[src/rtl/micro_sequencer.sv]
// Microprogram sequencer: control address register, branch/dispatch logic
// and a return-address stack for microsubroutines.
module micro_sequencer #(
    parameter int unsigned UADDR_W     = 5,
    parameter int unsigned CTRL_W      = 16,
    parameter int unsigned STACK_DEPTH = 4,
    parameter int unsigned FETCH_ADDR  = 30
) (
    input  logic                      clk,
    input  logic                      reset,
    output logic [UADDR_W-1:0]        uaddr,
    input  logic [CTRL_W+5+UADDR_W-1:0] uword,
    input  logic [UADDR_W-1:0]        dispatch_addr,
    input  logic [3:0]                cond,
    input  logic                      stall,
    output logic [CTRL_W-1:0]         ctrl,
    output logic                      err
);

    localparam int unsigned SP_W  = $clog2(STACK_DEPTH + 1);
    localparam int unsigned IDX_W = (STACK_DEPTH > 1) ? $clog2(STACK_DEPTH) : 1;

    localparam logic [2:0] OP_NEXT  = 3'b000;
    localparam logic [2:0] OP_JUMP  = 3'b001;
    localparam logic [2:0] OP_DISP  = 3'b010;
    localparam logic [2:0] OP_BR_T  = 3'b011;
    localparam logic [2:0] OP_BR_F  = 3'b100;
    localparam logic [2:0] OP_CALL  = 3'b101;
    localparam logic [2:0] OP_RET   = 3'b110;
    localparam logic [2:0] OP_FETCH = 3'b111;

    localparam logic [UADDR_W-1:0] FETCH_UA = UADDR_W'(FETCH_ADDR);
    localparam logic [UADDR_W-1:0] UA_ONE   = UADDR_W'(1);
    localparam logic [SP_W-1:0]    SP_FULL  = SP_W'(STACK_DEPTH);
    localparam logic [SP_W-1:0]    SP_ONE   = SP_W'(1);

    logic [UADDR_W-1:0] r_car;
    logic [SP_W-1:0]    r_sp;
    logic               r_err;
    logic [UADDR_W-1:0] r_stack [STACK_DEPTH];

    logic [UADDR_W-1:0] w_next;
    logic [1:0]         w_cond_sel;
    logic [2:0]         w_seq_op;
    logic [UADDR_W-1:0] w_inc;
    logic               w_c;
    logic               w_full;
    logic               w_empty;
    logic [IDX_W-1:0]   w_push_idx;
    logic [IDX_W-1:0]   w_pop_idx;
    logic [UADDR_W-1:0] w_nxt_car;
    logic               w_push;
    logic               w_pop;
    logic               w_set_err;

    assign w_next     = uword[UADDR_W-1:0];
    assign w_cond_sel = uword[UADDR_W +: 2];
    assign w_seq_op   = uword[UADDR_W+2 +: 3];
    assign w_inc      = r_car + UA_ONE;
    assign w_c        = cond[w_cond_sel];
    assign w_full     = (r_sp == SP_FULL);
    assign w_empty    = (r_sp == '0);
    assign w_push_idx = IDX_W'(r_sp);
    assign w_pop_idx  = IDX_W'(r_sp - SP_ONE);

    // State register: CAR, stack pointer and sticky error
    always_ff @(posedge clk or posedge reset) begin
        if (reset) begin
            r_car <= FETCH_UA;
            r_sp  <= '0;
            r_err <= 1'b0;
        end else if (!stall) begin
            r_car <= w_nxt_car;
            if (w_push) begin
                r_sp <= r_sp + SP_ONE;
            end else if (w_pop) begin
                r_sp <= r_sp - SP_ONE;
            end
            if (w_set_err) begin
                r_err <= 1'b1;
            end
        end
    end

    // Stack contents need no reset; an empty pointer makes them unreachable
    always_ff @(posedge clk) begin
        if (!reset && !stall && w_push) begin
            r_stack[w_push_idx] <= w_inc;
        end
    end

    // Next-address selection
    always_comb begin
        w_nxt_car = w_inc;
        w_push    = 1'b0;
        w_pop     = 1'b0;
        w_set_err = 1'b0;
        case (w_seq_op)
            OP_NEXT:  w_nxt_car = w_inc;
            OP_JUMP:  w_nxt_car = w_next;
            OP_DISP:  w_nxt_car = dispatch_addr;
            OP_BR_T:  w_nxt_car = w_c ? w_next : w_inc;
            OP_BR_F:  w_nxt_car = w_c ? w_inc : w_next;
            OP_CALL: begin
                w_nxt_car = w_next;
                if (w_full) begin
                    w_set_err = 1'b1;
                end else begin
                    w_push = 1'b1;
                end
            end
            OP_RET: begin
                if (w_empty) begin
                    w_nxt_car = FETCH_UA;
                    w_set_err = 1'b1;
                end else begin
                    w_nxt_car = r_stack[w_pop_idx];
                    w_pop     = 1'b1;
                end
            end
            OP_FETCH: w_nxt_car = FETCH_UA;
            default:  w_nxt_car = w_inc;
        endcase
    end

    // Outputs
    always_comb begin
        uaddr = r_car;
        ctrl  = uword[UADDR_W+5 +: CTRL_W];
        err   = r_err;
    end

endmodule

[config.mk]
export PLATFORM = sky130hd
export DESIGN_NAME = micro_sequencer
export DESIGN_NICKNAME = d
export VERILOG_FILES = /design/src/rtl/micro_sequencer.sv
export SDC_FILE = /design/constraint.sdc
export NUM_CORES = 1
export LEC_CHECK = 0
export ABC_CLOCK_PERIOD_IN_PS = 3000
export CAP_MARGIN = 20
export CORE_ASPECT_RATIO = 0.7
export CORE_UTILIZATION = 45
export CTS_BUF_LIST = sky130_fd_sc_hd__clkbuf_16
export DETAILED_ROUTE_END_ITERATION = 10
export GPL_TIMING_DRIVEN = 0
export PLACE_DENSITY = 0.9
export SETUP_SLACK_MARGIN = 0.3
export SKIP_LAST_GASP = 1
export SYNTH_ARGS = -nofsm -noshare
export SYNTH_HDL_FRONTEND = slang
export SYNTH_SLANG_ARGS = --single-unit
[constraint.sdc]
create_clock -name clk -period 3 [get_ports clk]
set_input_delay 0.3 -clock clk [delete_from_list [all_inputs] [get_ports clk]]
set_output_delay 0.3 -clock clk [all_outputs]
set_load 0.01 [all_outputs]
Yosys cells after proc, flatten, opt, wreduce, memory -nomap -nowiden. Memories as Yosys holds them, arrays and structs flattened. Index checks and enable logic that the tools add are counted.

Word-level logic and storage cells: 44. Input bits: 38. Output and inout bits: 22. Flip-flop bits (word level): 9. Bits in writable memories: 20. Memories kept: 1.

Order comparisons: 1. Multiplexer cells: 17. Bitwise logic cells: 1. Add/subtract/negate cells: 3. Reduce and logical (&&, ||, !) cells: 10. Equality and inequality tests: 8.

Memory list: r_stack (words 4, bits a word 5, read ports 1, clocked after memory_dff 0, wr ports 1, line 40) `logic [UADDR_W-1:0] r_stack [STACK_DEPTH];`.

Operators with widths (number): $pmux 5 s7 (1); $eq 3x3->1 const B (5); $mux 5 (3); $mux 1 (9); $eq 3x2->1 const B (2); $logic_not 3->1 (2); $mux 3 (2); $add 5x1->5 const B (1); $reduce_and 2->1 (2); $add 3x1->3 const B (1); $eq 3x1->1 const B (1); $lt 2x3->1 const B (1); $sub 3x1->3 const B (1); $bmux 1 s2 (1); $logic_and 1x1->1 (2); $logic_not 1->1 (2); $pmux 1 s2 (1); $reduce_bool 2->1 (1); $reduce_or 2->1 (1); $not 1->1 (1).

Depth between registers and ports, before layout. Gate-level depths: netlist of the first run.

Depth after elaboration: 6. Mapped depth: 8. Gate-level depth less buffers: 6.

Worst setup path after synthesis of the first run. Ideal clock, no wire load.

Path type: flip-flop to flip-flop. From: register r_sp[0]. To: register r_car[2], in the netlist uaddr[2]. Setup time: 83 ps. Cell stages (with the launch flop): 8. Arrival: 2074 ps. Setup slack: 843 ps. Period minus slack after synthesis: 2157 ps. Required time: 2917 ps. Buffers on the path: 2. Cell sequence: dfrtp_1 buf_6 inv_1 ha_1 clkbuf_1 mux4_2 a221o_1 o32a_1.

Longest elaborated chain between the ends: 4. Elaborated cells on any way between the ends: 5. Classes of those cells: 1 x add/sub; 2 x mux; 1 x reduce/logical; 1 x memory.

Ends and longest elaborated chain: start, declared (line 38) `logic [SP_W-1:0] r_sp;`; start signal, assigned (line 75) `r_sp <= r_sp + SP_ONE;`; start signal, assigned (line 77) `r_sp <= r_sp - SP_ONE;`; $sub 3x1->3; $mem_v2 4x5; $mux 5 * (line 113) `if (w_empty) begin`; $pmux 5 s7 * (line 98) `case (w_seq_op)`; end signal, assigned (line 73) `r_car <= w_nxt_car;`; end, declared (line 37) `logic [UADDR_W-1:0] r_car;`.

Every way passes the cells marked *; elsewhere a longest branch is shown, timed or not. A chain may end at the register's enable or synchronous reset.

Final worst setup path of the first run.
From: register r_sp[0]. To: register r_car[0], in the netlist uaddr[0].

Same word-level chain as after synthesis.

==> impl_metrics.py, run 1 <==
metrics = {
    "status": {
        "outcome": "complete, no violations",
    },
    "sta": {
        "hold_violations": 0,
        "tns_ns": 0,
        "tightest_slew_ns": 0.570,
        "fin_crit_sh": 0.833,
        "setup_viol_count_final": 0,
        "finalCriticalPeriod_ns": 2.50,
        "fin_skew_ns": 0.00766,
        "rsz0062_at_grt": "no",
        "fmax_mhz": 400,
        "maxSlewHeadroom": 0.619,
        "finalMaxSlewViolations": 0,
    },
    "cts": {
        "cts_buffer_depth": 2,
        "clkSinkCount": 29,
        "clkLatencyLatePin_ns": 0.27,
        "hold_buffers": 0,
        "path_clk_slew_ns": 0.05,
        "postCtsSetupRepairBufs": 0,
        "h-tree-depth": 2,
        "cts_tree": "yes",
        "cts-root-buf": "clkbuf_16",
        "cts-buffers-inserted": 5,
        "cts_resized": 0,
    },
    "final_layout": {
        "antenna_cells": 0,
        "syn2layout_area_growth_pct": 38.6,
        "fillers": 253,
        "finalNonFillerCells": 242,
        "final_area_um2": 2370,
        "seq_area_um2": 831,
        "multi_input_area_um2": 683,
        "nNetsFinal": 235,
        "drive_above_1_share": 0.208,
    },
    "route": {
        "drt_iter0_drc": 134,
        "routed_via_density": 5.60,
        "via_count": 1354,
        "ant_nets": 0,
        "remaining_drc_errors": 0,
        "post_drt_wl_per_cell_um": 17.1,
        "dr.pass1.iters": 4,
        "routed_wl_mm": 4.13,
    },
    "die": {
        "die_h_um": 53.6,
        "initial_core_util": 0.478,
        "chipWidth_um": 75.7,
        "core_area_um2": 3580,
        "row_count": 18,
        "dieArea_um2": 4060,
        "pin_count": 60,
    },
    "global_route": {
        "grt_pass1_wl_mm": 6.26,
        "use_met3": 0.0787,
        "grt_pass1_vias": 1253,
        "overflow": 0,
        "grt_use_met2": 0.317,
        "grt_usage": 0.228,
        "grt_max_degree": 11,
        "antenna_found_initial": 0,
        "gr-usage-met1": 0.328,
        "globalRoute.busiestLayer": "met1",
    },
    "place": {
        "placed_cell_area_um2": 2200,
        "io_buffers": 43,
        "dp_hpwl_mm": 3.06,
        "gp_congestion": 0.914,
        "placed_cells": 233,
    },
    "synthesis": {
        "avgSynthCellArea_um2": 12.2,
        "synthArstFlopShare": 0.310,
        "ys_ff_latch": 29,
        "synth_cells": 140,
        "synth_seq_area_share": 0.485,
        "synthTopCellsByArea": "edfxtp_1 (35%), mux4_2 (7.9%), buf_4 (7.5%)",
        "netlist_area_um2": 1710,
        "synth-edff-count": 20,
        "yosysWarningCount": 0,
        "ys.flop_type": "edfxtp_1",
        "yosys.area.top_type_share": 0.351,
        "yosysUniqueCellTypes": 40,
        "synth_top_cell_by_area": "edfxtp_1",
        "syn_nets": 184,
    },
    "power": {
        "vdd_ir_drop_max_mv": 0.510,
        "powerDensity_nw_per_um2": 724,
        "power_leakage_nw": 0.921,
    },
    "setup_path": {
        "end_kind": "register",
        "required_ns": 3.13,
        "cp-start-kind": "register",
        "crit_fanout": 8,
        "crit_type": "reg2reg",
        "worstPathArrival_ns": 2.63,
    },
    "job": {
        "cap_viol_max_count": 0,
    },
    "hold_path": {
        "hp-class": "in2async",
    },
}
-- flip-flops by register name, indices dropped and copies added (netlist names) --
register and flops:
r_stack 20, err 1, r_sp 3, uaddr 5
-- stage by stage --
step                hold WS (ns)   util  worst slack, ns  power, W
global route               0.472  0.662            0.344   0.00181
CTS                        0.412  0.661            0.439   0.00172
floorplan                  0.125      -            0.843  0.000956
detailed placement         0.458  0.616            0.302   0.00117
finish                     0.439  0.662            0.500   0.00172
global placement           0.456  0.616            0.326   0.00114
-- power by group --
group | total (W) | leakage, nW | switching (W) | internal [W]
Combinational | 0.000604 | 0.558 | 0.000297 | 0.000306
Clock | 0.000543 | 0.0826 | 0.000159 | 0.000384
Sequential | 0.000570 | 0.281 | 0.0000476 | 0.000522
Total | 0.00172 | 0.921 | 0.000505 | 0.00121
-- area by class of cell --
cell class | count | share of cell area
Buffer | 21 | 0.0675
Tap cell | 50 | 0.0264
Multi-Input combinational cell | 80 | 0.288
Clock inverter | 3 | 0.0158
Sequential cell | 29 | 0.350
Inverter | 10 | 0.0158
Clock buffer | 5 | 0.0527
Timing Repair Buffer | 44 | 0.184
-- routing by layer --
metal,part of all wire,wire (µm),vias up
met2,0.45,1840,80
met5,0,0,-
met3,0.11,469,8
met1,0.42,1760,649
li1,-,-,617
met4,0.016,68,0
-- layout by cell type, fill, tap and decap left out, drive strengths merged, types with 5 or more instances in the layout --
cell type      count
clkdlybuf4s50     43
edfxtp            20
ha                 6
and2               5
clkbuf             9
dfrtp              5
inv               11
mux4               6
nand3              9
buf               18
-- cell families (layout without fill, tap and decap cells) --
group | count (synthesis) | count (layout) | synth area share
xor gates and xnor gates | 5 | 5 | 0.0256
DFF | 29 | 29 | 0.485
adders and majority gates | 6 | 6 | 0.0439
buffers and inverters | 31 | 83 | 0.115
AOI/OAI and AO/OA | 24 | 24 | 0.102
and+or+nand+nor | 34 | 34 | 0.118
muxes | 11 | 11 | 0.110
-- path summary, 6_finish.rpt --
path / end / start / cells after the start / slack, ns
max: uaddr[0] / r_sp[0] / 8 / 0.50
min: err / reset / 2 / 0.44
max reg2reg: uaddr[0] / r_sp[0] / 8 / 0.50
min reg2reg: err / err / 1 / 0.47
max in group asynchronous: uaddr[3] / reset / 2 / 2.25
min in group clk: err / err / 1 / 0.47
-- worst max-delay path, cell delays in order, from the launching register on --
cell and delay, ns:
dfrtp_1 0.39, buf_6 0.17, inv_1 0.11, ha_1 0.30, clkbuf_1 0.40, mux4_2 0.41, and4_1 0.22, a311oi_1 0.24
a32oi_1 0.13
-- Yosys cell counts (4+ instances only) --
cell type  instances
a32oi_1            4
and2_1             4
buf_4             17
dfrtp_1            5
dfstp_2            4
edfxtp_1          20
ha_1               6
inv_1             10
mux4_2             6
nand3_1            9
o21ai_0            4
Power figures use the tool's default switching activity.
==> run 2: changes to the inputs <==
- ABC_CLOCK_PERIOD_IN_PS: 3000 -> 2050
- CORE_UTILIZATION: 45 -> 41
- PLACE_DENSITY: 0.9 -> 0.87
- clock period: 3 -> 2.05 ns (I/O delays scaled with it)
==> run 2 against run 1 <==
Compared with the run above:
- first-iteration DRC count up 61%
- design area up 7.2%
- critical path type unchanged
- flip-flop and latch count unchanged
- clock power up 26%
- global-route usage down 1.1 points
- largest power group unchanged
- critical endpoint is now uaddr[2]
- sequential share of layout area down 2.3 points
- final cell count up 3.3%
- via count up 3.0%
==> impl_metrics.py, run 2 (synthesized netlist as in run 1, its figures left out) <==
metrics = {
    "route": {
        "routed_wl_mm": 4.53,
        "drt_iter0_drc": 216,
        "routed_via_density": 5.58,
        "ant_nets": 0,
        "dr.pass1.iters": 4,
        "remaining_drc_errors": 0,
        "post_drt_wl_per_cell_um": 18.1,
        "via_count": 1394,
    },
    "setup_path": {
        "r2r_start": "r_sp[0]",
        "reg2reg_depth": 7,
        "r2r_slack_ns": 0.15,
        "worstPathArrival_ns": 2.10,
        "crit_type": "reg2reg",
        "cp-start-kind": "register",
        "crit_fanout": 6,
        "end_kind": "register",
        "reg2reg_to": "uaddr[2]",
        "required_ns": 2.25,
    },
    "cts": {
        "cts-root-buf": "clkbuf_16",
        "h-tree-depth": 2,
        "clkSinkCount": 29,
        "cts_tree": "yes",
        "clkLatencyLatePin_ns": 0.28,
        "path_clk_slew_ns": 0.05,
        "cts-buffers-inserted": 5,
        "cts_buffer_depth": 2,
    },
    "hold_path": {
        "hp-class": "in2async",
    },
    "power": {
        "power.internal_w": 0.00187,
        "sw_frac_of_total": 0.312,
        "p_switching_w": 0.000846,
        "powerDensity_nw_per_um2": 1070,
        "vdd_ir_drop_max_mv": 0.963,
        "power_leakage_nw": 0.980,
        "combinationalPowerShare": 0.440,
        "p_total_w": 0.00271,
        "clock_power_share": 0.252,
        "pwr-share-seq": 0.308,
    },
    "sta": {
        "fmax_mhz": 527,
        "hold_violations": 0,
        "finalCriticalPeriod_ns": 1.90,
        "tns_ns": 0,
        "tightest_slew_ns": 0.674,
        "maxSlewHeadroom": 0.550,
        "rsz0062_at_grt": "yes",
        "finalMaxSlewViolations": 0,
        "worst_slack_ns": 0.153,
        "setup_viol_count_final": 0,
        "fin_crit_sh": 0.925,
        "fin_skew_ns": 0.00582,
    },
    "final_layout": {
        "syn2layout_area_growth_pct": 48.5,
        "largest_reg_flops": 20,
        "layout_common_cells": "clkdlybuf4s50_1 (41), buf_4 (24), edfxtp_1 (20), nand3_1 (8), inv_1 (8)",
        "drive_above_1_share": 0.323,
        "antenna_cells": 0,
        "top_register": "r_stack",
        "fillers": 279,
        "nNetsFinal": 241,
        "layout_commonest_cell": "clkdlybuf4s50_1",
    },
    "global_route": {
        "overflow": 0,
        "grt_pass1_wl_mm": 6.79,
        "grt_pass1_vias": 1322,
        "grt_usage": 0.217,
        "antenna_found_initial": 0,
        "grt_max_degree": 11,
    },
    "die": {
        "row_count": 19,
        "chipWidth_um": 79.2,
        "dieArea_um2": 4440,
        "core_area_um2": 3970,
        "die_h_um": 56.1,
        "initial_core_util": 0.431,
        "pin_count": 60,
    },
    "place": {
        "dp_slack_ns": -0.186,
        "gp_congestion": 0.860,
        "io_buffers": 43,
        "dp_hpwl_mm": 3.09,
    },
    "job": {
        "cap_viol_max_count": 0,
    },
    "status": {
        "outcome": "complete, no violations",
    },
}
run 2: cell count changes in the layout (fill, tap and decap cells not counted), sizes merged:
cell	before	now
buf	18	25
clkdlybuf4s50	43	41
inv	11	10
clkbuf	9	8
dlygate4sd2	0	1
clkinv	1	3
bufinv	1	0
dlymetal6s2s	0	1
run 2: timing repair:
action,4_1_cts,5_1_grt
buffers inserted,5,2
endpoints found under the setup margin,25,25
hold buffers,0,0
pin swaps,5,1
hold endpoints to repair,0,0
resized for setup,11,14
run 2: through the flow:
step / area (µm²) / utilization / instances / hold WS (ns)
6_report: 2540 / 0.640 / 250 / 0.379
3_5_place_dp: 2240 / 0.564 / 235 / 0.458
5_1_grt: 2540 / 0.640 / 250 / 0.406
2_1_floorplan: 1750 / - / 140 / 0.0301
3_3_place_gp: 2240 / 0.564 / 235 / 0.454
4_1_cts: 2460 / 0.619 / 248 / 0.353
run 2: worst max-delay path, cell delays in order, from the launching register on:
cell	delay (ns)
dfrtp_1	0.39
buf_6	0.13
inv_6	0.05
ha_4	0.19
clkbuf_16	0.15
mux4_2	0.29
a221o_1	0.33
o32a_1	0.29
run 2: worst max path at each step:
stage | from | endpoint | slack [ns] | cells past startpoint
after global routing | uaddr[1] | uaddr[2] | 0.04 | 5
after global placement | uword[7] | r_stack[0][3] | -0.15 | 5
final | r_sp[0] | uaddr[2] | 0.15 | 7
after floorplan | r_sp[0] | uaddr[2] | 0.14 | 7
after CTS | r_sp[0] | uaddr[2] | 0.16 | 7
after detailed placement | uword[7] | r_stack[0][3] | -0.19 | 5
run 2: cell type report:
cell class / count / area, µm² / area share
Buffer: 21 / 181 / 0.0714
Clock buffer: 5 / 125 / 0.0492
Clock inverter: 3 / 12.5 / 0.00492
Inverter: 10 / 42.5 / 0.0167
Multi-Input combinational cell: 80 / 801 / 0.315
Sequential cell: 29 / 831 / 0.327
Tap cell: 52 / 65.1 / 0.0256
Timing Repair Buffer: 50 / 484 / 0.190
run 2: per-layer routing:
metal,share of wire,track usage
met5,0,0
met2,0.49,0.318
met3,0.085,0.0902
met4,0.023,0.0701
met1,0.41,0.291
run 2: power by group through the flow:
stage / Sequential [W] / Clock, W / Combinational [W]
3_3_place_gp: 0.000835 / 0 / 0.000925
3_5_place_dp: 0.000839 / 0 / 0.000948
4_1_cts: 0.000829 / 0.000683 / 0.00108
6_report: 0.000837 / 0.000683 / 0.00119
2_1_floorplan: 0.000845 / 0 / 0.000629
5_1_grt: 0.000849 / 0.000722 / 0.00129
